===== config.mk =====
export PLATFORM = sky130hd
export DESIGN_NAME = qif_syn_scheduler
export DESIGN_NICKNAME = d
export VERILOG_FILES = /design/src/rtl/qif_syn_scheduler.sv
export SDC_FILE = /design/constraint.sdc
export NUM_CORES = 1
export LEC_CHECK = 0
export ABC_AREA = 0
export CAP_MARGIN = 20
export CORE_MARGIN = 2
export CORE_UTILIZATION = 46
export DETAILED_ROUTE_END_ITERATION = 6
export PLACE_DENSITY = 0.84
export REMOVE_ABC_BUFFERS = 1
export SKIP_LAST_GASP = 1
export SLEW_MARGIN = 20
export SYNTH_ARGS = -nofsm -noshare
export SYNTH_HDL_FRONTEND = slang
export SYNTH_SLANG_ARGS = --single-unit
export TNS_END_PERCENT = 5

===== constraint.sdc =====
create_clock -name clk -period 3.8 [get_ports clk]
set_input_delay 0.76 -clock clk [delete_from_list [all_inputs] [get_ports clk]]
set_output_delay 0.76 -clock clk [all_outputs]
set_load 0.01 [all_outputs]

===== src/rtl/qif_syn_scheduler.sv =====
`default_nettype none
// +----------------------------------------------------------------------------+
// | qif_syn_scheduler: round-robin synaptic scheduler and spike/refractory      |
// | controller wrapped around a QIF_8B neuron core.  Rev 1.0                    |
// +----------------------------------------------------------------------------+
module qif_syn_scheduler #(
  parameter logic [7:0] V_TH    = 8'd200,
  parameter int         REFRACT = 8
) (
  input  logic        clk,
  input  logic        rst,
  input  logic [3:0]  req,
  input  logic [31:0] weight,
  output logic [3:0]  ack,
  output logic [7:0]  i_syn,
  input  logic [7:0]  v_mem,
  output logic        core_rst_n,
  output logic        spike,
  output logic [7:0]  spike_cnt,
  output logic        busy
);

  typedef enum logic [1:0] {
    ST_IDLE    = 2'd0,
    ST_DRIVE   = 2'd1,
    ST_REFRACT = 2'd2
  } state_t;

  localparam logic [7:0] C_REFR_INIT = 8'(REFRACT - 1);

  state_t      state_q, state_d;
  logic [1:0]  p_q, p_d;
  logic [7:0]  rcnt_q, rcnt_d;
  logic [3:0]  ack_q, ack_d;
  logic [7:0]  i_syn_q, i_syn_d;
  logic        spike_q, spike_d;
  logic [7:0]  spike_cnt_q, spike_cnt_d;
  logic        busy_q, busy_d;
  logic        core_rst_n_q, core_rst_n_d;

  logic        spike_det;
  logic        grant_valid;
  logic [1:0]  winner;
  logic [1:0]  cand;

  assign spike_det = (v_mem >= V_TH);

  // Round-robin search starting at the pointer, wrapping modulo 4.
  always_comb begin
    grant_valid = 1'b0;
    winner      = 2'd0;
    cand        = 2'd0;
    for (int k = 0; k < 4; k++) begin
      cand = p_q + 2'(k);
      if (!grant_valid && req[cand]) begin
        grant_valid = 1'b1;
        winner      = cand;
      end
    end
  end

  always_comb begin
    state_d      = state_q;
    p_d          = p_q;
    rcnt_d       = rcnt_q;
    ack_d        = 4'd0;
    i_syn_d      = 8'd0;
    spike_d      = 1'b0;
    spike_cnt_d  = spike_cnt_q;
    busy_d       = 1'b0;
    core_rst_n_d = 1'b1;
    case (state_q)
      ST_IDLE, ST_DRIVE: begin
        if (spike_det) begin
          // A spike outranks any pending request; no grant on this edge.
          state_d      = ST_REFRACT;
          spike_d      = 1'b1;
          spike_cnt_d  = (spike_cnt_q == 8'hFF) ? spike_cnt_q : spike_cnt_q + 8'd1;
          rcnt_d       = C_REFR_INIT;
          busy_d       = 1'b1;
          core_rst_n_d = 1'b0;
        end else if (state_q == ST_IDLE && grant_valid) begin
          state_d = ST_DRIVE;
          ack_d   = 4'b0001 << winner;
          i_syn_d = weight[{winner, 3'b000} +: 8];
          p_d     = winner + 2'd1;
          busy_d  = 1'b1;
        end else begin
          state_d = ST_IDLE;
        end
      end
      ST_REFRACT: begin
        if (rcnt_q == 8'd0) begin
          state_d = ST_IDLE;
        end else begin
          rcnt_d       = rcnt_q - 8'd1;
          busy_d       = 1'b1;
          core_rst_n_d = 1'b0;
        end
      end
      default: state_d = ST_IDLE;
    endcase
  end

  always_ff @(posedge clk or posedge rst) begin
    if (rst) begin
      state_q      <= ST_IDLE;
      p_q          <= 2'd0;
      rcnt_q       <= 8'd0;
      ack_q        <= 4'd0;
      i_syn_q      <= 8'd0;
      spike_q      <= 1'b0;
      spike_cnt_q  <= 8'd0;
      busy_q       <= 1'b0;
      core_rst_n_q <= 1'b0;
    end else begin
      state_q      <= state_d;
      p_q          <= p_d;
      rcnt_q       <= rcnt_d;
      ack_q        <= ack_d;
      i_syn_q      <= i_syn_d;
      spike_q      <= spike_d;
      spike_cnt_q  <= spike_cnt_d;
      busy_q       <= busy_d;
      core_rst_n_q <= core_rst_n_d;
    end
  end

  assign ack        = ack_q;
  assign i_syn      = i_syn_q;
  assign spike      = spike_q;
  assign spike_cnt  = spike_cnt_q;
  assign busy       = busy_q;
  assign core_rst_n = core_rst_n_q;

endmodule
`default_nettype wire

After elaboration in Yosys (flattened, before gate mapping)

Index checks and enable logic that the tools add are counted.

Register bits: 35
Input bits: 46
Output and inout bits: 23
Logic and storage cells: 82

$add $sub $neg: 6
Magnitude comparators: 5
Equality and inequality tests: 6
Shift-type cells: 2
Multiplexer cells: 38
Bitwise operators: 2
Reduce and logical (&&, ||, !) cells: 14

Operators with widths:

| kind                                                     | number |
|---|---|
| two-way mux 8 bit                                        | 5 |
| variable part select 32 x 6 -> 8 bit                     | 1 |
| two-way mux 1 bit                                        | 16 |
| case mux 8 bit (2 select lines)                          | 1 |
| < comparator 2 x 3 -> 1 bit, second input constant       | 4 |
| two-way mux 2 bit                                        | 6 |
| two-way mux 4 bit                                        | 3 |
| AND reduction 3 bit                                      | 3 |
| adder 8 x 1 -> 8 bit, second input constant              | 1 |
| binary-select mux 1 bit (select 2 bit)                   | 4 |
| == test 8 bit, second input constant                     | 1 |
| greater-or-equal comparator 8 bit, second input constant | 1 |
| zero test 8 bit                                          | 1 |
| subtractor 8 x 1 -> 8 bit, second input constant         | 1 |
| inequality test 2 bit, second input constant             | 3 |
| adder 2 x 1 -> 2 bit, second input constant              | 2 |
| adder 2 bit, second input constant                       | 2 |
| logical AND 1 bit                                        | 4 |
| case mux 1 bit (2 select lines)                          | 2 |
| case mux 2 bit (2 select lines)                          | 1 |
| left shift 1 x 2 -> 4 bit, first input constant          | 1 |
| zero test 1 bit                                          | 3 |
| == test 2 x 1 -> 1 bit, second input constant            | 1 |
| == test 2 bit, second input constant                     | 1 |
| other kinds (4)                                          | 5 |

Logic depth before layout (Yosys ltp)

Depth after elaboration: 16
Gate-level depth with buffers: 8
Depth with buffers taken out: 7

Worst setup path before layout

Ideal clock, no wire load.

Kind: input to register
Start: input port req[0]
End: register p_q[1]
Library setup time: 127 ps
Arrival time: 2089 ps
Required time: 3673 ps
Slack: 1584 ps
Stages: 7
Path buffers: 2
Cells stage by stage: a21oi_1 o21ai_1 o2bb2a_1 buf_2 buf_4 ha_1 mux2_1

Word-level cells in the longest chain between the ends: 14
Elaborated cells between the ends (all ways): 25
Classes of those cells: add/sub (1); mux (16); reduce/logical (8)

Ends and longest elaborated chain:

| item                                                                                            | line | RTL |
|---|---|---|
| from (decl)                                                                                     | 12   | `input logic [3:0] req,` |
| parallel branches: the longest is 14 deep, another holds binary-select mux 1 bit (select 2 bit) | n/a  |  |
| to (signal assigned)                                                                            | 118  | `p_q <= p_d;` |
| to (decl)                                                                                       | 32   | `logic [1:0] p_q, p_d;` |

Several ways; the timed one is not identified. The select of a mux whose other input is x is not followed.
A chain may end at the register's enable or synchronous reset.

Final worst setup path

Start: input port v_mem[4]
End: register i_syn_q[5], in the netlist i_syn[5]

Word-level cells in the longest chain between the ends: 3

Ends and longest elaborated chain:

| item                              | line | RTL |
|---|---|---|
| from (decl)                       | 16   | `input logic [7:0] v_mem,` |
| greater-or-equal comparator 8 bit | 46   | `assign spike_det = (v_mem >= V_TH);` |
| two-way mux 8 bit                 | 74   | `if (spike_det) begin` |
| two-way mux 8 bit                 | 72   | `case (state_q)` |
| via i_syn_d[5]                    | 35   | `logic [7:0] i_syn_q, i_syn_d;` |
| to (signal assigned)              | 121  | `i_syn_q <= i_syn_d;` |
| to (decl)                         | 35   |  |

The timed path passes the listed nets, and every way through them passes these cells.

==> flow_summary.yaml <==
floorplanning:
  rows: 22
  start_util_pct: 47.5
  die_y_um: 65.5
  dieArea_sq_mm: 0.00429
  ios: 69
  fp.dieW_um: 65.5
  core-area_sq_mm: 0.00366
synth:
  yosys_warnings: 0
  synth-seq-area-share_pct: 50.4
  avgSynthCellArea_sq_um: 11.3
  synth.top_cell.area_share_pct: 50.4
  synth_area_leaders: "dfrtp_1, mux2i_1, ha_1, xnor2_1, o22ai_1"
  synthArstFlopShare_pct: 100
  synthDistinctLibCells: 39
  ys_ff_latch: 35
  syn_inst: 154
  synthFlopType: "dfrtp_1"
  synth_top_area_cell: "dfrtp_1"
  synth_area_sq_mm: 0.00174
  synth_edf_count: 0
critical_path:
  critPathKind: "input port to register"
  cp-end-kind: "register"
  critical_path.slowest_cell: "clkdlybuf4s50_1"
  start_kind: "input port"
  critPathMaxStageDelay_ps: 410
  required_ps: 4000
  cp_common_cell: "nor2_1"
  crit_path_cell_trace: "clkdlybuf4s50_1, nor3_2, nor2_1, nor2_1, nand2_1, o22ai_1"
  critPathArrivalTime_ps: 2670
  crit_fanout: 9
global_routing:
  track_usage_pct: 19.6
  grt_max_degree: 20
  grtUsageMet1_pct: 22.0
  grt_pass1_wl_um: 6200
  antenna_found_initial: 0
  grt_pass1_vias: 1403
  grtUsageMet3_pct: 9.08
  grt.overflow.total: 0
  grt_most_used_layer: "met2"
  use_met2_pct: 31.3
sta:
  tightest_slew_ps: 655
  setup_viol: 0
  slew_violations: 0
  setup_tns_ps: 0
  skew_ps: 4.26
  fmax_mhz: 405
  rsz0062_at_grt: "false"
  finalCriticalPeriod_ps: 2470
  hold_viol: 0
  max-slew-margin-rel_pct: 56.3
  fin_crit_sh_pct: 65.0
clock_network:
  ctsRootBufferMaster: "clkbuf_8"
  cts_buffers: 5
  clock_latency_ps: 290
  htree_levels: 2
  post_cts_buffers: 0
  cts.clk_slew.worst_paths_ps: 70
  cts-resized-gates: 0
  cts_tree: "yes"
  cts_buffer_depth: 2
  clock_sinks: 35
  ctsHoldBuffers: 0
route:
  wl_per_cell_um: 12.7
  drc: 0
  drtAntennaViolNets: 0
  via_count: 1425
  drt_iter0_drc: 45
  finalWirelength_um: 3470
  vias_per_cell: 5.20
  drtPass1Iterations: 4
layout:
  fin_nets: 278
  layout_commonest_cell: "clkdlybuf4s50_1"
  multi_input_area_sq_um: 807
  antenna_cells: 0
  drive_above_1_share_pct: 7.08
  fill_cells: 294
  regArea_sq_um: 876
  syn2layout_area_growth_pct: 47.1
  final_cell_count_no_fill: 274
  layout_common_cells: "clkdlybuf4s50_1, dfrtp_1, mux2i_1"
job:
  maxCapViolCount: 0
power:
  ir_worst_vdd_v: 0.000350
  cellPowerDensity_mw_per_mm2: 590
  total_leakage_power_nw: 1.14
place:
  gp_congestion: 0.847
  io_buffers: 65
  hpwl_um: 2730
  place.detailed.instances: 266
run_status:
  status: "finished clean"
worst_hold_path:
  worstHoldPathType: "register to register"
## state kept, by name, summed over array words and instances, names as in the netlist
| register | cells |
|---|---|
| state_q | 2 |
| busy | 1 |
| spike_cnt | 8 |
| ack | 4 |
| i_syn | 8 |
| rcnt_q | 8 |
| core_rst_n | 1 |
| p_q | 2 |
| spike | 1 |
## kinds of logic after synthesis
logic type | Yosys count | synth area share [%]
compound gates | 22 | 9.35
buf+inv | 13 | 3.52
mux | 20 | 11.7
simple gates | 47 | 15.0
flops | 35 | 50.4
xor+xnor | 10 | 5.04
fa+ha+maj | 7 | 5.04
## power breakdown
| part | switching, W | leakage, nW | internal [W] |
|---|---|---|---|
| sequential | 0.0000845 | 0.448 | 0.000494 |
| combinational | 0.000290 | 0.636 | 0.000345 |
| clock | 0.000128 | 0.0515 | 0.000165 |
## cells in the mapped netlist, drive strengths merged, types with 2 or more instances
cell type  count
nor3           7
nand4          2
mux2i         18
nor4           2
o21ai          3
nor2          11
buf            3
a31oi          2
a21oi          4
o22ai          8
xor2           3
and2           5
and3           2
nand3          4
ha             7
nand2          6
inv            9
mux2           2
xnor2          7
dfrtp         35
and4           2
## through the flow
step	utilization, %	instance area, sq um	setup slack [ps]	hold WS, ps	power (W)
6_report	69.9	2560	1330	479	0.00151
3_5_place_dp	67.0	2450	906	477	0.00123
5_1_grt	69.9	2560	1140	521	0.00163
4_1_cts	69.7	2550	1210	486	0.00153
3_3_place_gp	66.6	2440	920	457	0.00121
2_1_floorplan	-	1710	1350	445	0.000926
## per-layer routing
layer  part of all wire [%]  vias to the layer above
li1                       -                      692
met2                     46                       64
met1                     41                      662
met3                     11                        7
met4                    2.3                        0
met5                      0                        -
## final cells by class
class,instances,area share [%]
clock buffer,8,3.91
multi-input combinational,106,31.6
inverter,9,1.32
timing repair buffer,68,26.6
sequential,35,34.2
tap,48,2.35
## worst max-delay path: cells and delay by family
| kind | cells | cell delay, ps |
|---|---|---|
| buffers and inverters | 1 | 410 |
| AO/OA/AOI/OAI | 1 | 260 |
| AND/OR/NAND/NOR | 4 | 1220 |
## final timing paths
check / from / endpoint / slack (ps) / depth (start not counted)
max: v_mem[4] / i_syn[5] / 1330 / 6
min: rcnt_q[0] / rcnt_q[0] / 480 / 1
max reg2reg: rcnt_q[2] / rcnt_q[4] / 1850 / 5
min reg2reg: rcnt_q[0] / rcnt_q[0] / 480 / 1
max in group asynchronous: rst / rcnt_q[3] / 2260 / 4
min in group asynchronous: rst / p_q[0] / 860 / 2
(Power assumes the default switching activity.)
==> patch 1 (same flow settings) <==
The 3 states of `state_t` get a one-hot encoding in 3 bits.
--- a/src/rtl/qif_syn_scheduler.sv
+++ b/src/rtl/qif_syn_scheduler.sv
@@ -22,6 +22,6 @@
 
-  typedef enum logic [1:0] {
-    ST_IDLE    = 2'd0,
-    ST_DRIVE   = 2'd1,
-    ST_REFRACT = 2'd2
+  typedef enum logic [2:0] {
+    ST_IDLE    = 3'b001,
+    ST_DRIVE   = 3'b010,
+    ST_REFRACT = 3'b100
   } state_t;
Behaviour: same outputs for any inputs over 10 cycles, from zero or initial values and one cycle with rst high; not proved beyond that.
==> patch 1 against the original RTL <==
Total power is 3.3% lower. Critical path depth is 1 lower. Routed wire length is 1.8% higher. Combinational power is 4.9% lower. Cell count is 0.73% higher. Sequential cell count is 1 higher. Area after synthesis is 2.9% higher. Highest routed layer unchanged. Critical endpoint unchanged. Non-clock buffer count stayed put. Core utilization is 0.29 points higher. Global-route usage is 1.2 points lower. Worst setup slack worse by 0.077 ns. Final area is 1.2% higher.
==> patch 1: results (changes against the original RTL) <==
The path with the worst hold slack has its endpoint at spike_cnt[6]. The CTS buffer count was 5 (unchanged). The count of plain and timing-repair buffers in the layout is 68 (unchanged). The run finished with clean final reports. The arrival time reported for the critical path endpoint is 2.73 ns (+0.06 ns).

The multi-input gate count came out at 107 (+0.94%). The layout clock buffer count came out at 8 (unchanged). The summed instance area of the synthesized netlist came out at 1790 um2 (+2.9%). The post-synthesis cell type count is 38 (-2.6%). The depth of the most critical reg-to-reg path is 6 (+1). The number of DRC markers after the initial detailed-route iteration came out at 48 (+6.7%).

The worst-case vdd ir drop is 0.305 mV (-13%). The met3 usage in global routing came out at 0.0716 (-0.0192). The part of the Yosys area used for sequential elements is 0.504 (about the same). The first-pass GRT wire length came out at 6070 um (-2.2%). The sequential-cell power consumption came to 579 uW (about the same). Counting instances in the post-synthesis netlist gives the leading cell types as sky130_fd_sc_hd__dfrtp_1, sky130_fd_sc_hd__mux2i_1, sky130_fd_sc_hd__inv_1, sky130_fd_sc_hd__nor2_1, sky130_fd_sc_hd__o22ai_1. The minimum hold slack is 0.503 ns (+0.0240 ns). The min-delay analysis places its worst path in the category reg2reg.

The worst register-to-register path ends at spike_cnt[5]. The largest stage delay on the critical path was 0.53 ns (+0.12 ns). The static leakage is 0.00116 uW (+2.3%). The total detailed-routing wirelength is 3530 um (+1.8%). The pin count of the biggest net entering global routing came out at 22 (+10%).

The routing usage on met2 came out at 0.309 (-0.00375). The multi-input logic area was 828 um2 (+2.6%). After synthesis, the cell types taking the most area are sky130_fd_sc_hd__dfrtp_1, sky130_fd_sc_hd__mux2i_1, sky130_fd_sc_hd__ha_1. The startpoint of the most critical register-to-register path is spike_cnt[0]. The startpoint identified for the worst hold timing path is spike_cnt[6]. The final weighted congestion in routability-driven placement came out at 0.699 (-18%). The combinational-cell power consumption was 605 uW (-4.9%). The clock network area share is 0.0348 (-0.00432). The wire length on met2 came out at 1660 um (+4.5%). The met1 layer usage reported by global route is 0.207 (-0.0131). The total area of sequential cells is 902 um2 (+3.0%). The detailed placement HPWL came out at 2760 um (+1.4%).

The wire length the detailed router placed on met1 came out at 1460 um (+4.0%). The final net count came out at 280 (+0.72%). The sink count of the clock tree was 36 (+2.9%).

The amount of wire on met3 after detailed routing is 338 um (-14%). The proportion of layout cells with a drive suffix above 1 is 0.0789 (+0.00815). The total number of H-tree levels is 2 (unchanged).

The net switching power is 486 uW (-3.4%). The slowest stage cell on the critical path is sky130_fd_sc_hd__nor2b_1. The setup clock skew after layout came out at 0.00846 ns (+0.00420 ns). The buffer share of cell area is 0.260 (-0.00599).

The combined global-route utilization of all metal layers was 0.184 (-0.0119). The number of global-route vias before repair is 1428 (+1.8%). The slew at the pin closest to its max-slew limit came to 0.807 ns (+0.153 ns). The ratio of routed vias to standard cells came out at 5.16 (-0.72%).
==> patch 1: cell types whose count changed after synthesis, sizes merged, moves of 2 or more <==
cell    delta
o211ai     +2
o21ai      +2
xor2       +4
nor3b      +2
nand3      -2
nor2       -3
nor3       -2
and3       +2
==> patch 1: cell families (layout without fill, tap and decap cells) <==
family          after synthesis  count (layout)  share of synthesized area
compound gates               26              26                      0.109
fa+ha+maj                     7               7                     0.0489
xor+xnor                     13              13                     0.0636
simple gates                 42              42                      0.133
buf+inv                      14              85                     0.0335
flops                        36              36                      0.504
mux                          19              19                      0.108
==> patch 1: stage by stage <==
step           power (uW)  utilization  cell area, um2  cells  worst slack [ns]
3_3_place_gp         1180        0.677            2500    268             0.993
2_1_floorplan         909            -            1760    152              1.34
4_1_cts              1480        0.701            2590    276              1.22
6_report             1460        0.701            2590    276              1.25
3_5_place_dp         1200        0.677            2500    268             0.937
5_1_grt              1560        0.701            2590    276              1.08
==> patch 2 (same flow settings) <==
Without the edit above. Change the parameter `V_TH` from 8'd200 to 8'd100.
--- a/src/rtl/qif_syn_scheduler.sv
+++ b/src/rtl/qif_syn_scheduler.sv
@@ -6,3 +6,3 @@
 module qif_syn_scheduler #(
-  parameter logic [7:0] V_TH    = 8'd200,
+  parameter logic [7:0] V_TH    = 8'd100,
   parameter int         REFRACT = 8
Formal check against the unedited RTL: not equivalent (Yosys sat finds a counterexample within 4 cycles, from zero or initial values and one cycle with rst high).
==> patch 2 against the original RTL <==
Global-route usage decreased by 0.76 points. Worst setup slack worse by 0.096 ns. Final area up 1.5%. Total power down 1.4%. Routed wire length increased by 6.9%. Area after synthesis rose by 3.2%. Fmax shrank 3.8%. Sequential cell count is the same. Largest power group unchanged.
==> patch 2: results (changes against the original RTL) <==
Clock tree synthesis selected as its root buffer the cell sky130_fd_sc_hd__clkbuf_8. The run finished with clean final reports. The post-synthesis cell type count is 41 (+5.1%). The worst min-delay path category is reg2reg. The part of the Yosys area used for sequential elements came out at 0.488 (-0.0158). For this run, the leading register cell type out of synthesis is sky130_fd_sc_hd__dfrtp_1. The first-pass GRT wire length is 6220 um (+0.21%). The final weighted congestion in routability-driven placement is 0.839 (-0.93%).

The final net count came to 270 (-2.9%). The via count of the routed design is 1424 (-0.070%). The proportion of layout cells with a drive suffix above 1 was 0.122 (+0.0514). The insertion delay to the later sink of the worst-skew pair came out at 0.28 ns. The number of DRC markers after the initial detailed-route iteration is 54 (+20%). The worst-case vdd ir drop is 0.312 mV (-11%). The commonest cells after synthesis are sky130_fd_sc_hd__dfrtp_1, sky130_fd_sc_hd__mux2i_1, sky130_fd_sc_hd__nor2_1, sky130_fd_sc_hd__o22ai_2, sky130_fd_sc_hd__xnor2_1. The number of I/O port buffers is 66 (+1.5%).

The clock-pin transition on the worst setup and hold timing paths came out at 0.07 ns (about the same). The pin count of the biggest net entering global routing is 28 (+40%). The static leakage is 0.00112 uW (-1.3%). The critical path starts at v_mem[4]. The number of antenna violations at the first check in global routing came out at 0 (unchanged).

The combined global-route utilization of all metal layers is 0.188 (-0.00761). The CTS buffer count is 5 (unchanged). The total detailed-routing wirelength is 3710 um (+6.9%).

The post-CTS setup-driven buffer insertion count is 0 (unchanged). The detailed placement HPWL is 2910 um (+6.8%). The startpoint of the most critical register-to-register path is rcnt_q[0]. Ranked by total cell area, the synthesized netlist is headed by sky130_fd_sc_hd__dfrtp_1, sky130_fd_sc_hd__mux2i_1, sky130_fd_sc_hd__o22ai_2. Among all cell types in the netlist, the one instantiated most often is sky130_fd_sc_hd__dfrtp_1. The worst setup path is launched from an input pin. The number of global-route vias before repair is 1464 (+4.3%). The worst-case clock buffer depth came out at 2 (unchanged). The number of antenna diodes was 0 (unchanged). The setup clock skew after layout came to 0.00450 ns (+0.000245 ns). The quantity of gates resized following cts is 0 (unchanged). The critical-path maximum fanout was 9 (unchanged). The first-pass iteration count of the detailed router came out at 4 (unchanged). The worst hold path begins at spike_cnt[5].

The arrival time reported for the critical path endpoint was 2.76 ns (+0.09 ns). The worst slew slack as a fraction of its limit came out at 0.461 (-0.102). The share of flip-flops with an asynchronous set or reset is 1.00 (unchanged).
==> patch 2: cell count changes after synthesis, sizes merged, moves of 3 or more <==
cell | unedited run | this run
a21oi | 4 | 7
ha | 7 | 3
nor2 | 11 | 15
and2 | 5 | 2
inv | 9 | 6
nor3 | 7 | 3
==> patch 2: metal layers <==
layer | track usage | vias up | part of all wire
met2 | 0.335 | 63 | 0.50
met5 | 0 | - | 0
li1 | - | 676 | -
met1 | 0.186 | 680 | 0.37
met3 | 0.0929 | 5 | 0.11
met4 | 0.0714 | 0 | 0.016
==> patch 2: per-stage QoR <==
step | setup WS [ns] | cells | area [um2] | total power [uW] | hold slack, ns
after floorplan | 1.53 | 145 | 1750 | 973 | 0.468
after global placement | 0.983 | 261 | 2480 | 1190 | 0.479
after detailed placement | 0.934 | 261 | 2480 | 1230 | 0.488
after CTS | 1.24 | 268 | 2570 | 1500 | 0.495
after global routing | 1.14 | 269 | 2600 | 1590 | 0.532
final | 1.24 | 269 | 2600 | 1490 | 0.494
==> patch 2: worst paths after layout <==
path                       slack [ns]            to  cells after the start
hold reg to reg                  0.49  spike_cnt[5]                      1
max in group asynchronous        2.68      i_syn[3]                      3
min in group asynchronous        0.71     rcnt_q[3]                      2
setup / recovery                 1.24      i_syn[3]                      6
hold / removal                   0.49  spike_cnt[5]                      1
setup reg to reg                 1.73     rcnt_q[3]                      7
==> patch 2: cell families (layout without fill, tap and decap cells) <==
group                      after synthesis  count (layout)  share of synthesized area
and+or+nand+nor                         46              46                      0.146
AOI/OAI and AO/OA                       24              24                      0.139
xor gates and xnor gates                12              12                     0.0585
buffers and inverters                   12              82                     0.0404
muxes                                   19              19                      0.107
DFF                                     35              35                      0.488
adders and majority gates                3               3                     0.0209
==> patch 2: cell type report <==
cell class,count,area [um2]
clock buffers,6,82.6
well taps,48,60.1
flip-flops and latches,35,876
multi-input cells,104,847
fillers,255,1120
inverters,6,22.5
clock inverters,1,5.00
repair buffers,69,703
==> patch 2: worst max-delay path, stage by stage <==
cell and delay, ns:
sky130_fd_sc_hd__clkdlybuf4s50_1 0.41, sky130_fd_sc_hd__or3_4 0.40, sky130_fd_sc_hd__a31oi_4 0.27, sky130_fd_sc_hd__and2_1 0.35, sky130_fd_sc_hd__nand2b_1 0.37, sky130_fd_sc_hd__o22ai_2 0.20
==> patch 2: power breakdown <==
part / switching, uW / total (uW) / internal [uW]
Clock: 123 / 265 / 142
Sequential: 114 / 600 / 487
Combinational: 294 / 622 / 329
Total: 530 / 1490 / 958
